## config.mk

```make
export PLATFORM = sky130hd
export DESIGN_NAME = cdb_result_arbiter_flat
export DESIGN_NICKNAME = d
export VERILOG_FILES = /design/src/rtl/cdb_result_arbiter_if.sv /design/src/rtl/cdb_result_arbiter.sv /design/src/flat_wrapper.sv
export SDC_FILE = /design/constraint.sdc
export NUM_CORES = 1
export LEC_CHECK = 0
export ABC_AREA = 1
export CORE_ASPECT_RATIO = 0.75
export CORE_MARGIN = 5
export CORE_UTILIZATION = 30
export CTS_BUF_LIST = sky130_fd_sc_hd__clkbuf_8
export DETAILED_ROUTE_END_ITERATION = 10
export GPL_ROUTABILITY_DRIVEN = 0
export GPL_TIMING_DRIVEN = 0
export PLACE_DENSITY = 0.72
export SYNTH_ARGS = -nofsm -noshare
export SYNTH_HDL_FRONTEND = slang
export SYNTH_SLANG_ARGS = --single-unit
```

## constraint.sdc

```tcl
create_clock -name clk -period 2 [get_ports clk]
set_input_delay 0.2 -clock clk [delete_from_list [all_inputs] [get_ports clk]]
set_output_delay 0.2 -clock clk [all_outputs]
set_load 0.01 [all_outputs]
```

## src/rtl/cdb_result_arbiter_if.sv

```systemverilog
// Bundle between the functional units, the result arbiter and the CDB register wall.
// master is the arbiter side; slave is the producer/consumer environment.
interface cdb_result_arbiter_if #(
    parameter int unsigned DATA_WIDTH = 32,
    parameter int unsigned TAG_WIDTH  = 5,
    parameter int unsigned NUM_SRC    = 3
);
    logic [NUM_SRC-1:0]            src_valid;
    logic [NUM_SRC*TAG_WIDTH-1:0]  src_tag;
    logic [NUM_SRC*DATA_WIDTH-1:0] src_data;
    logic [NUM_SRC-1:0]            src_ready;

    logic                  cdb_ready;
    logic                  cdb_valid;
    logic [TAG_WIDTH-1:0]  cdb_tag;
    logic [DATA_WIDTH-1:0] cdb_data;
    logic [DATA_WIDTH:0]   cdb_word;

    modport master (
        input  src_valid, src_tag, src_data, cdb_ready,
        output src_ready, cdb_valid, cdb_tag, cdb_data, cdb_word
    );

    modport slave (
        output src_valid, src_tag, src_data, cdb_ready,
        input  src_ready, cdb_valid, cdb_tag, cdb_data, cdb_word
    );
endinterface

```

## src/rtl/cdb_result_arbiter.sv

```systemverilog
// Round-robin collector of functional-unit results onto a single registered CDB slot,
// with backpressure from the consumer and a synchronous mispredict flush.
module cdb_result_arbiter #(
    parameter int unsigned DATA_WIDTH = 32,
    parameter int unsigned TAG_WIDTH  = 5,
    parameter int unsigned NUM_SRC    = 3
) (
    input  logic                  clk,
    input  logic                  reset,
    input  logic                  flush,
    cdb_result_arbiter_if.master  bus
);
    localparam int unsigned PtrW = (NUM_SRC > 1) ? $clog2(NUM_SRC) : 1;

    logic                  cdb_valid_q, cdb_valid_d;
    logic [TAG_WIDTH-1:0]  cdb_tag_q, cdb_tag_d;
    logic [DATA_WIDTH-1:0] cdb_data_q, cdb_data_d;
    logic [PtrW-1:0]       rr_ptr_q, rr_ptr_d;

    logic                  slot_free;
    logic                  grant_any;
    logic [PtrW-1:0]       grant_idx;
    logic [NUM_SRC-1:0]    grant;

    logic [TAG_WIDTH-1:0]  tag_arr  [NUM_SRC];
    logic [DATA_WIDTH-1:0] data_arr [NUM_SRC];

    for (genvar g = 0; g < NUM_SRC; g++) begin : g_unpack
        assign tag_arr[g]  = bus.src_tag[g*TAG_WIDTH +: TAG_WIDTH];
        assign data_arr[g] = bus.src_data[g*DATA_WIDTH +: DATA_WIDTH];
    end

    // The slot can take a new word if empty or if its current word leaves this cycle.
    assign slot_free = !cdb_valid_q || bus.cdb_ready;

    // Scan from rr_ptr upward with wrap; first requester wins.
    always_comb begin
        int unsigned idx;
        grant_any = 1'b0;
        grant_idx = '0;
        idx       = 0;
        if (slot_free && !flush) begin
            for (int unsigned k = 0; k < NUM_SRC; k++) begin
                idx = 32'(rr_ptr_q) + k;
                if (idx >= NUM_SRC) begin
                    idx = idx - NUM_SRC;
                end
                if (!grant_any && bus.src_valid[idx]) begin
                    grant_any = 1'b1;
                    grant_idx = PtrW'(idx);
                end
            end
        end
    end

    assign grant = grant_any ? (NUM_SRC'(1) << grant_idx) : '0;

    always_comb begin
        cdb_valid_d = cdb_valid_q;
        cdb_tag_d   = cdb_tag_q;
        cdb_data_d  = cdb_data_q;
        rr_ptr_d    = rr_ptr_q;
        if (flush) begin
            cdb_valid_d = 1'b0;
        end else if (grant_any) begin
            cdb_valid_d = 1'b1;
            cdb_tag_d   = tag_arr[grant_idx];
            cdb_data_d  = data_arr[grant_idx];
            rr_ptr_d    = (grant_idx == PtrW'(NUM_SRC - 1)) ? '0 : grant_idx + 1'b1;
        end else if (slot_free) begin
            cdb_valid_d = 1'b0;
        end
    end

    always_ff @(posedge clk or negedge reset) begin
        if (!reset) begin
            cdb_valid_q <= 1'b0;
            cdb_tag_q   <= '0;
            cdb_data_q  <= '0;
            rr_ptr_q    <= '0;
        end else begin
            cdb_valid_q <= cdb_valid_d;
            cdb_tag_q   <= cdb_tag_d;
            cdb_data_q  <= cdb_data_d;
            rr_ptr_q    <= rr_ptr_d;
        end
    end

    assign bus.src_ready = grant;
    assign bus.cdb_valid = cdb_valid_q;
    assign bus.cdb_tag   = cdb_tag_q;
    assign bus.cdb_data  = cdb_data_q;
    assign bus.cdb_word  = {cdb_valid_q, cdb_data_q};

    a_ready_onehot : assert property (@(posedge clk) disable iff (!reset)
        $onehot0(bus.src_ready));
    a_ready_needs_valid : assert property (@(posedge clk) disable iff (!reset)
        (bus.src_ready & ~bus.src_valid) == '0);
    a_ptr_range : assert property (@(posedge clk) disable iff (!reset)
        32'(rr_ptr_q) < NUM_SRC);
    // A stalled word must sit untouched until the consumer takes it.
    a_stall_hold : assert property (@(posedge clk) disable iff (!reset)
        (cdb_valid_q && !bus.cdb_ready && !flush) |=>
            (cdb_valid_q && $stable(cdb_tag_q) && $stable(cdb_data_q)));
endmodule

```

## src/flat_wrapper.sv

```systemverilog
// flat-port wrapper written by rule: the top's interface ports become plain ports
module cdb_result_arbiter_flat 
#(
    parameter int unsigned DATA_WIDTH = 32,
    parameter int unsigned TAG_WIDTH  = 5,
    parameter int unsigned NUM_SRC    = 3
)
  (clk, reset, flush, bus_src_valid, bus_src_tag, bus_src_data, bus_cdb_ready, bus_src_ready, bus_cdb_valid, bus_cdb_tag, bus_cdb_data, bus_cdb_word);
  cdb_result_arbiter_if #(.DATA_WIDTH(DATA_WIDTH), .TAG_WIDTH(TAG_WIDTH), .NUM_SRC(NUM_SRC)) bus_i ();
  input  logic clk;
  input  logic reset;
  input  logic flush;
  input wire logic [$bits(bus_i.src_valid)-1:0] bus_src_valid;
  input wire logic [$bits(bus_i.src_tag)-1:0] bus_src_tag;
  input wire logic [$bits(bus_i.src_data)-1:0] bus_src_data;
  input wire logic [$bits(bus_i.cdb_ready)-1:0] bus_cdb_ready;
  output wire logic [$bits(bus_i.src_ready)-1:0] bus_src_ready;
  output wire logic [$bits(bus_i.cdb_valid)-1:0] bus_cdb_valid;
  output wire logic [$bits(bus_i.cdb_tag)-1:0] bus_cdb_tag;
  output wire logic [$bits(bus_i.cdb_data)-1:0] bus_cdb_data;
  output wire logic [$bits(bus_i.cdb_word)-1:0] bus_cdb_word;
  assign bus_i.src_valid = bus_src_valid;
  assign bus_i.src_tag = bus_src_tag;
  assign bus_i.src_data = bus_src_data;
  assign bus_i.cdb_ready = bus_cdb_ready;
  assign bus_src_ready = bus_i.src_ready;
  assign bus_cdb_valid = bus_i.cdb_valid;
  assign bus_cdb_tag = bus_i.cdb_tag;
  assign bus_cdb_data = bus_i.cdb_data;
  assign bus_cdb_word = bus_i.cdb_word;
  cdb_result_arbiter #(.DATA_WIDTH(DATA_WIDTH), .TAG_WIDTH(TAG_WIDTH), .NUM_SRC(NUM_SRC)) u_core (.clk(clk), .reset(reset), .flush(flush), .bus(bus_i));
endmodule
```

### Yosys cells after proc, flatten, opt, wreduce, memory -nomap -nowiden

Index checks and enable logic that the tools add are counted.
W data, S select, Z words.

* shift operators: 1
* bitwise gates (word level): 2
* add/subtract/negate cells: 6
* reduce and logical (&&, ||, !) cells: 10
* $lt $le $gt $ge: 7
* multiplexer cells: 33
* equal/unequal tests: 1

Operators by type and width (number)
* $mux W32: 8
* $lt A32 B3 Y1 const B: 3
* $bmux W32 S2: 1
* $ge A32 B2 Y1 const B: 2
* $sub A32 B2 Y32 const B: 2
* $mux W1: 12
* $bmux W5 S2: 1
* $mux W2: 5
* $mux W5: 2
* $bmux W1 S2: 3
* $logic_not A1 Y1: 4
* $add A2 B1 Y3 const B: 1
* $add A2 B2 Y3 const B: 1
* $ge A3 B3 Y1 const B: 1
* $logic_and A1 B1 Y1: 3
* $mux W3: 1
* $not A2 Y3: 1
* $reduce_bool A3 Y1: 1
* $shl A1 B2 Y3 const A: 1
* $sub A2 B2 Y3 const B: 1
* $add A2 B1 Y2 const B: 1
* $eq A2 B2 Y1 const B: 1
* $ge A2 B2 Y1 const B: 1
* $reduce_and A2 Y1: 1
* other kinds (2): 2

* word-level logic and storage cells: 64
* output and inout port bits: 74
* input bits: 118
* register bits: 40

### Depth between registers and ports, before layout

Gate-level depths: netlist of run 1.

* depth in word-level cells: 20
* mapped depth: 15
* mapped depth without buffers: 14

### Worst setup path after synthesis of run 1

No wires, ideal clock.

* kind: register -> register
* start point: register u_core.rr_ptr_q[0]
* end point: register u_core.cdb_data_q[0], in the netlist u_core.bus.cdb_data[0]
* clock period less this slack: 2060 ps
* path buffers: 2
* path slack: -60 ps
* library setup time: 124 ps
* data arrival time: 1937 ps
* required time: 1876 ps
* cell stages (with the launch flop): 15
* path through: dfrtp_1 inv_1 ha_1 inv_2 nand2_1 nand2_1 nand3_2 nand4_4 nand2_1 nor2_4 nor2_2 buf_6 buf_6 nand2_1 nand3_1

* longest elaborated chain between the ends: 19
* elaborated cells on any way between the ends: 39
* those cells by class: add/sub (5); order compare (3); mux (25); bitwise (1); reduce/logical (5)

RTL lines
* start: declaration: RTL line cdb_result_arbiter.sv:18 `logic [PtrW-1:0] rr_ptr_q, rr_ptr_d;`
* start signal: assignment: RTL line cdb_result_arbiter.sv:85 `rr_ptr_q <= rr_ptr_d;`
* branches (longest 19 deep; another with $sub A32 B2 Y32)
* end signal: assignment: RTL line cdb_result_arbiter.sv:84 `cdb_data_q <= cdb_data_d;`
* end: declaration: RTL line cdb_result_arbiter.sv:17 `logic [DATA_WIDTH-1:0] cdb_data_q, cdb_data_d;`

Several ways; the timed one is not identified. The select of a mux whose other input is x is not followed.
A chain may end at the register's enable or synchronous reset.

### Worst setup path after layout of run 1

* start point: register u_core.rr_ptr_q[1]
* end point: output bus_src_ready[1]

* longest elaborated chain between the ends: 17
* elaborated cells on any way between the ends: 36
* those cells by class: add/sub (5); order compare (3); shift (1); mux (23); reduce/logical (4)

RTL lines
* branches (longest 16 deep; another with $sub A32 B2 Y32)
* $mux W3 *: RTL line cdb_result_arbiter.sv:56 `assign grant = grant_any ? (NUM_SRC'(1) << grant_idx) : '0;`
* end: declaration: RTL line flat_wrapper.sv:17 `output wire logic [$bits(bus_i.src_ready)-1:0] bus_src_ready;`

Mark *: on every way between the ends. The select of a mux whose other input is x is not followed.

==> qor.txt, run 1 <==
Run status - finished, violations left
Failing checks - setup timing
WL/cell - 15.8 µm
Die Ht - 94.5 µm
Core Area - 9160 µm²
Crit Path Category - reg -> out
DP Wirelength - 8870 µm
Cell variety after synth - 24
CP Launch Type - flop
Final core utilization - 64.2%
Via count - 3559
Die ar. - 11600 µm²
Clock transition at path regs - 90 ps
Synthesized area - 2860 µm²
Sequential share of the synthesized area - 35.0%
DR DRC count - 0
Fillers - 820
Tot GR Track Use - 20.4%
P&R area growth vs syn - 106%
First-pass GRT wire length - 18800 µm
Slew HR - 67.8%
Worst-Margin Slew - 484 ps
Final Total Pwr - 9630 µW
Maximum VDD drop - 0.000804 V
Starting DRT DRC Count - 210
Place WS - -776 ps
Largest net degree at the start of global routing - 24
ANT nets after route - 0
Finish-stage setup viols - 40
Yosys reg bits - 40
DIE WIDTH - 123 µm
Dpl cell area - 4960 µm²
MaxCap Viol Count - 0
Tcrit/Tclk final - 113%
Yosys warnings - 0
Vias in the first global route - 3719
Skew-Pair Late Insertion Delay - 290 ps
Pwr per Cell Area - 1640 nW/µm²
Fin. Hold Viols - 0
CTS root buf - clkbuf_8
Fmax - 444 MHz
Clk sinks - 40
Layout cells sized above 1 - 28.7%
Initial antenna violation count - 0
Routed WL - 12100 µm
CP Max Fanout - 6
Sequential standard cell area - 1000 µm²
Setup ws final - -252 ps
GR Overflow Total - 0
Rows - 30
Worst min path class - in -> async
RSZ-0062 raised after global routing - yes
Clock Skews - 4.41 ps
Setup TNS - -5540 ps
Avg Inst Size Synth - 6.85 µm²
TritonCTS clock tree - yes
Final Cell Area - 5880 µm²
WP data arrival - 2050 ps
Post-Syn Instances - 417
Final min period - 2250 ps
CTS H-tree lvls - 2
CP Capture Type - output port
Initial Util - 31.2%
DR vias/cell - 4.62
Nets@finish - 763
Max-slew violations - 0
Area of the multi-input gates - 1730 µm²
Worst EP required - 1800 ps
Lkg Pwr - 0.00288 µW
TritonCTS buffer count - 5
Diodes inserted - 0
Syn Nets - 539
Port bufs - 191
I/O pin count - 192
Detailed-router iteration count before antenna repair - 4
Worst-case clock buffer depth - 2
synth_stat cells (all sizes together):
cell type | n | area [µm²]
nor2 | 2 | 17.5
a21oi | 1 | 5.00
o21ai | 2 | 13.8
a21boi | 1 | 7.51
clkbuf | 8 | 30.0
o22ai | 1 | 6.26
nand3 | 51 | 288
inv | 54 | 203
buf | 47 | 339
ha | 4 | 50.1
nand2 | 166 | 631
dfrtp | 40 | 1000
o21bai | 1 | 7.51
nand4 | 39 | 259
through the flow:
stage	hold WS (ps)	std cells
2_1_floorplan	-95.6	417
3_3_place_gp	560	736
3_5_place_dp	173	737
4_1_cts	403	763
5_1_grt	455	770
6_report	415	770
worst max-delay path, stage by stage (launching register included):
cell      delay [ps]
dfrtp_1          440
ha_4             360
inv_8             60
nand2_4           60
nand2_4           60
nand3_4           90
nand4_1          130
buf_4            180
a21boi_4         170
buf_6            130
buf_6             90
state kept, by name, summed over array words and instances (netlist names):
register / cells
u_core.bus.cdb_data: 32
u_core.bus.cdb_tag: 5
u_core.rr_ptr_q: 2
u_core.bus.cdb_valid: 1
layer usage:
metal	share of wire, %	wire length [µm]	up-vias	track usage (%)
li1	-	-	1738	-
met1	40	4800	1672	23.7
met2	51	6140	139	37.3
met3	8.7	1060	10	5.75
met4	1.1	132	0	4.29
met5	0	0	-	0
layout make-up:
| cell class | instances | share of cell area [%] |
|---|---|---|
| inverters | 54 | 3.57 |
| plain buffers | 52 | 7.00 |
| clock buffers | 5 | 1.17 |
| clock inverters | 3 | 0.659 |
| well taps | 128 | 2.72 |
| repair buffers | 220 | 38.5 |
| flip-flops and latches | 40 | 17.0 |
| multi-input cells | 268 | 29.3 |
placed cells by master (no fill, tap or decap), drive strengths merged, types with 2 or more instances in the layout:
cell / Yosys / final
buf: 47 / 77
dfrtp: 40 / 40
clkdlybuf4s50: 0 / 187
nand3: 51 / 51
nor2: 2 / 2
ha: 4 / 4
nand4: 39 / 39
inv: 54 / 55
clkbuf: 8 / 12
o21ai: 2 / 2
nand2: 166 / 166
final timing paths:
path	start	end	slack, ps	depth (start not counted)
worst min register to register	u_core.bus.cdb_tag[0]	u_core.bus.cdb_tag[0]	590	4
max in group asynchronous	reset	u_core.bus.cdb_data[18]	1080	3
worst min-delay path	reset	u_core.bus.cdb_data[26]	410	2
worst max register to register	u_core.rr_ptr_q[1]	u_core.bus.cdb_data[30]	-170	17
worst max-delay path	u_core.rr_ptr_q[1]	bus_src_ready[1]	-250	10
min in group clk	bus_src_data[26]	u_core.bus.cdb_data[26]	460	3
cells by family (layout without fill, tap and decap cells):
kind of cell / count (synthesis) / count (layout) / synth area share [%]
flops: 40 / 40 / 35.0
compound gates: 6 / 6 / 1.40
simple gates: 258 / 258 / 41.8
fa+ha+maj: 4 / 4 / 1.75
buf+inv: 109 / 334 / 20.0
power breakdown:
part	switching (µW)	leakage [µW]	internal, µW
registers	331	0.000484	1250
logic	3480	0.00234	3900
clock network	311	0.0000593	366
total	4120	0.00288	5510
what timing repair did:
action | in CTS | in global routing
endpoints found under the setup margin | 43 | 43
setup buffers | 17 | 9
hold endpoints to repair | 17 | 0
pin swaps | 14 | 12
resized for setup | 142 | 23
gates cloned | 2 | 1
hold buffers | 1 | 0
(Power assumes the default switching activity.)
==> run 2: changes to the inputs <==
CTS_CLUSTER_SIZE = 8   (was not set)
SKIP_CTS_REPAIR_TIMING = 1   (was not set)
==> run 2 against run 1 <==
Against the previous run: the flow still finishes with violations (setup timing); sequential share of layout area increased by 1.2 points; sequential cell count unchanged; routed wire length decreased by 4.1%; via count decreased by 1.7%; register-to-register slack lost 160 ps; design area shrank 6.5%; die area unchanged.
==> qor.txt, run 2 (synthesis results as in run 1) <==
Run status - finished, violations left
Failing checks - setup timing
Placed Instances - 737 (unchanged)
Fin. Hold Viols - 0 (unchanged)
Finish-stage setup viols - 41 (+2.5%)
TritonCTS buffer count - 5 (unchanged)
Net Sw Frac - 41.9% (-0.88 points)
Detailed-router iteration count before antenna repair - 4 (unchanged)
Area of the multi-input gates - 1410 µm² (-19%)
Clk sinks - 40 (unchanged)
Max FFs per register - 32 (unchanged)
Most common cell after layout, fill and taps aside - clkdlybuf4s50_1
WP data arrival - 2150 ps (+100 ps)
Rows - 30 (unchanged)
Die ar. - 11600 µm² (unchanged)
DR vias/cell - 4.52 (-2.2%)
Non-Filler Instances - 774 (+0.52%)
DR DRC count - 0 (unchanged)
Net Sw Power - 3750 µW (-9.0%)
Worst EP required - 1800 ps (about the same)
Clock Skews - 3.69 ps (-0.721 ps)
CTS H-tree lvls - 2 (unchanged)
Initial antenna violation count - 0 (unchanged)
Setup TNS - -8610 ps (-3070 ps)
Pwr per Cell Area - 1630 nW/µm² (-0.63%)
Largest net degree at the start of global routing - 24 (unchanged)
P&R area growth vs syn - 92.6%
Skew-Pair Late Insertion Delay - 290 ps (about the same)
CP Capture Type - output port
I/O pin count - 192 (unchanged)
Initial Util - 31.2% (unchanged)
R2R Path Start - u_core.rr_ptr_q[0]
Comb pwr share - 74.7% (-1.9 points)
GR Overflow Total - 0 (unchanged)
Tot GR Track Use - 18.7% (-1.6 points)
Critical path cell sequence - inv_2 -> ha_4 -> inv_6 -> nand2_4 -> nand2_4 -> nand3_4 -> nand4_1 -> nand4_1 -> nor2_4 -> buf_6 -> buf_6
Max-slew violations - 0 (unchanged)
Final min period - 2350 ps (+99.0 ps)
Critical Path Start - u_core.rr_ptr_q[0]
Nets@finish - 767 (+0.52%)
Die Ht - 94.5 µm (unchanged)
Crit Path Category - reg -> out
WL/cell - 15.0 µm (-4.6%)
Slew HR - 68.2% (+0.47 points)
Port bufs - 191 (unchanged)
Vias in the first global route - 3376 (-9.2%)
Worst-Margin Slew - 476 ps (-7.10 ps)
DP Wirelength - 8870 µm (unchanged)
Crit path buf inv count - 4 (unchanged)
CP Max Fanout - 6 (unchanged)
Clock transition at path regs - 90 ps (about the same)
Sequential standard cell area - 1000 µm² (unchanged)
Layout cells sized above 1 - 19.3% (-9.3 points)
Slowest CP cell - dfrtp_1
Flop pwr share - 17.7% (+1.3 points)
CP delay by family, top - simple AND/OR/NAND/NOR gates
Tcrit/Tclk final - 118% (+4.9 points)
CTS root buf - clkbuf_8
Fmax - 425 MHz (-4.2%)
Internal - 5200 µW (-5.6%)
Fillers - 853 (+4.0%)
CP max stage delay - 430 ps (about the same)
Diodes inserted - 0 (unchanged)
Final Total Pwr - 8950 µW (-7.1%)
TritonCTS clock tree - yes
Smallest hold slack - 411 ps (-3.85 ps)
Core Area - 9160 µm² (unchanged)
Clk pwr share - 7.6% (+0.6 points)
DIE WIDTH - 123 µm (unchanged)
ANT nets after route - 0 (unchanged)
MaxCap Viol Count - 0 (unchanged)
First-pass GRT wire length - 17300 µm (-7.7%)
Via count - 3500 (-1.7%)
Worst-case clock buffer depth - 2 (unchanged)
Maximum VDD drop - 0.000685 V (-15%)
RSZ-0062 raised after global routing - yes
Setup ws final - -351 ps (-99.0 ps)
CP Launch Type - flop
Place WS - -776 ps (unchanged)
Most frequent cells in the layout - clkdlybuf4s50_1, nand2_1, buf_4, inv_1, nand3_1
Worst min path class - in -> async
Lkg Pwr - 0.00263 µW (-8.8%)
Routed WL - 11600 µm (-4.1%)
Starting DRT DRC Count - 216 (+2.9%)
run 2: changes by cell type in the layout (fill, tap and decap cells not counted), moves of 10 or more:
cell | before | now
buf_4 | 50 | 60
nand2_1 | 126 | 157
nand2_2 | 18 | 4
nand2_4 | 22 | 5
nand3_1 | 13 | 42
nand3_2 | 35 | 6
run 2: worst paths after layout:
kind | endpoint | slack, ps | depth (start not counted)
setup / recovery | bus_src_ready[0] | -350 | 11
hold reg to reg | u_core.bus.cdb_tag[3] | 590 | 4
min in group clk | u_core.bus.cdb_data[0] | 460 | 3
max in group asynchronous | u_core.bus.cdb_data[18] | 1080 | 3
hold / removal | u_core.bus.cdb_data[26] | 410 | 2
setup reg to reg | u_core.bus.cdb_data[29] | -330 | 17
run 2: final cells by class:
cell class | instances | share of cell area (%)
Multi-Input combinational cell | 268 | 25.6
Inverter | 54 | 3.77
Sequential cell | 40 | 18.2
Buffer | 52 | 7.37
Clock buffer | 5 | 1.25
Clock inverter | 3 | 0.705
Tap cell | 128 | 2.91
Timing Repair Buffer | 224 | 40.2
run 2: power by group through the flow:
stage / logic, µW / registers [µW] / clock network, µW
floorplan: 2960 / 1720 / 0
global placement: 5490 / 1570 / 0
detailed placement: 5610 / 1590 / 0
CTS: 5620 / 1580 / 705
global route: 7270 / 1660 / 730
finish: 6690 / 1580 / 679
run 2: layer usage:
layer | vias to the layer above | wire length (µm) | share of wire [%] | GRT usage, %
met3 | 12 | 1020 | 8.7 | 5.45
met4 | 0 | 128 | 1.1 | 3.45
met5 | - | 0 | 0 | 0
li1 | 1741 | - | - | -
met2 | 125 | 5700 | 49 | 32.7
met1 | 1622 | 4780 | 41 | 23.2
run 2: stage by stage:
step | util (%) | cell area [µm²]
final | 60.1 | 5500
after global routing | 60.1 | 5500
after CTS | 55.3 | 5070
after detailed placement | 54.2 | 4960
after global placement | 54.0 | 4940
after floorplan | - | 2870
==> run 3: changes to the inputs <==
HOLD_SLACK_MARGIN = 0.06   (was not set)
==> results of run 3 <==
No change in the layout: final DEF, timing and power equal those of run 2.
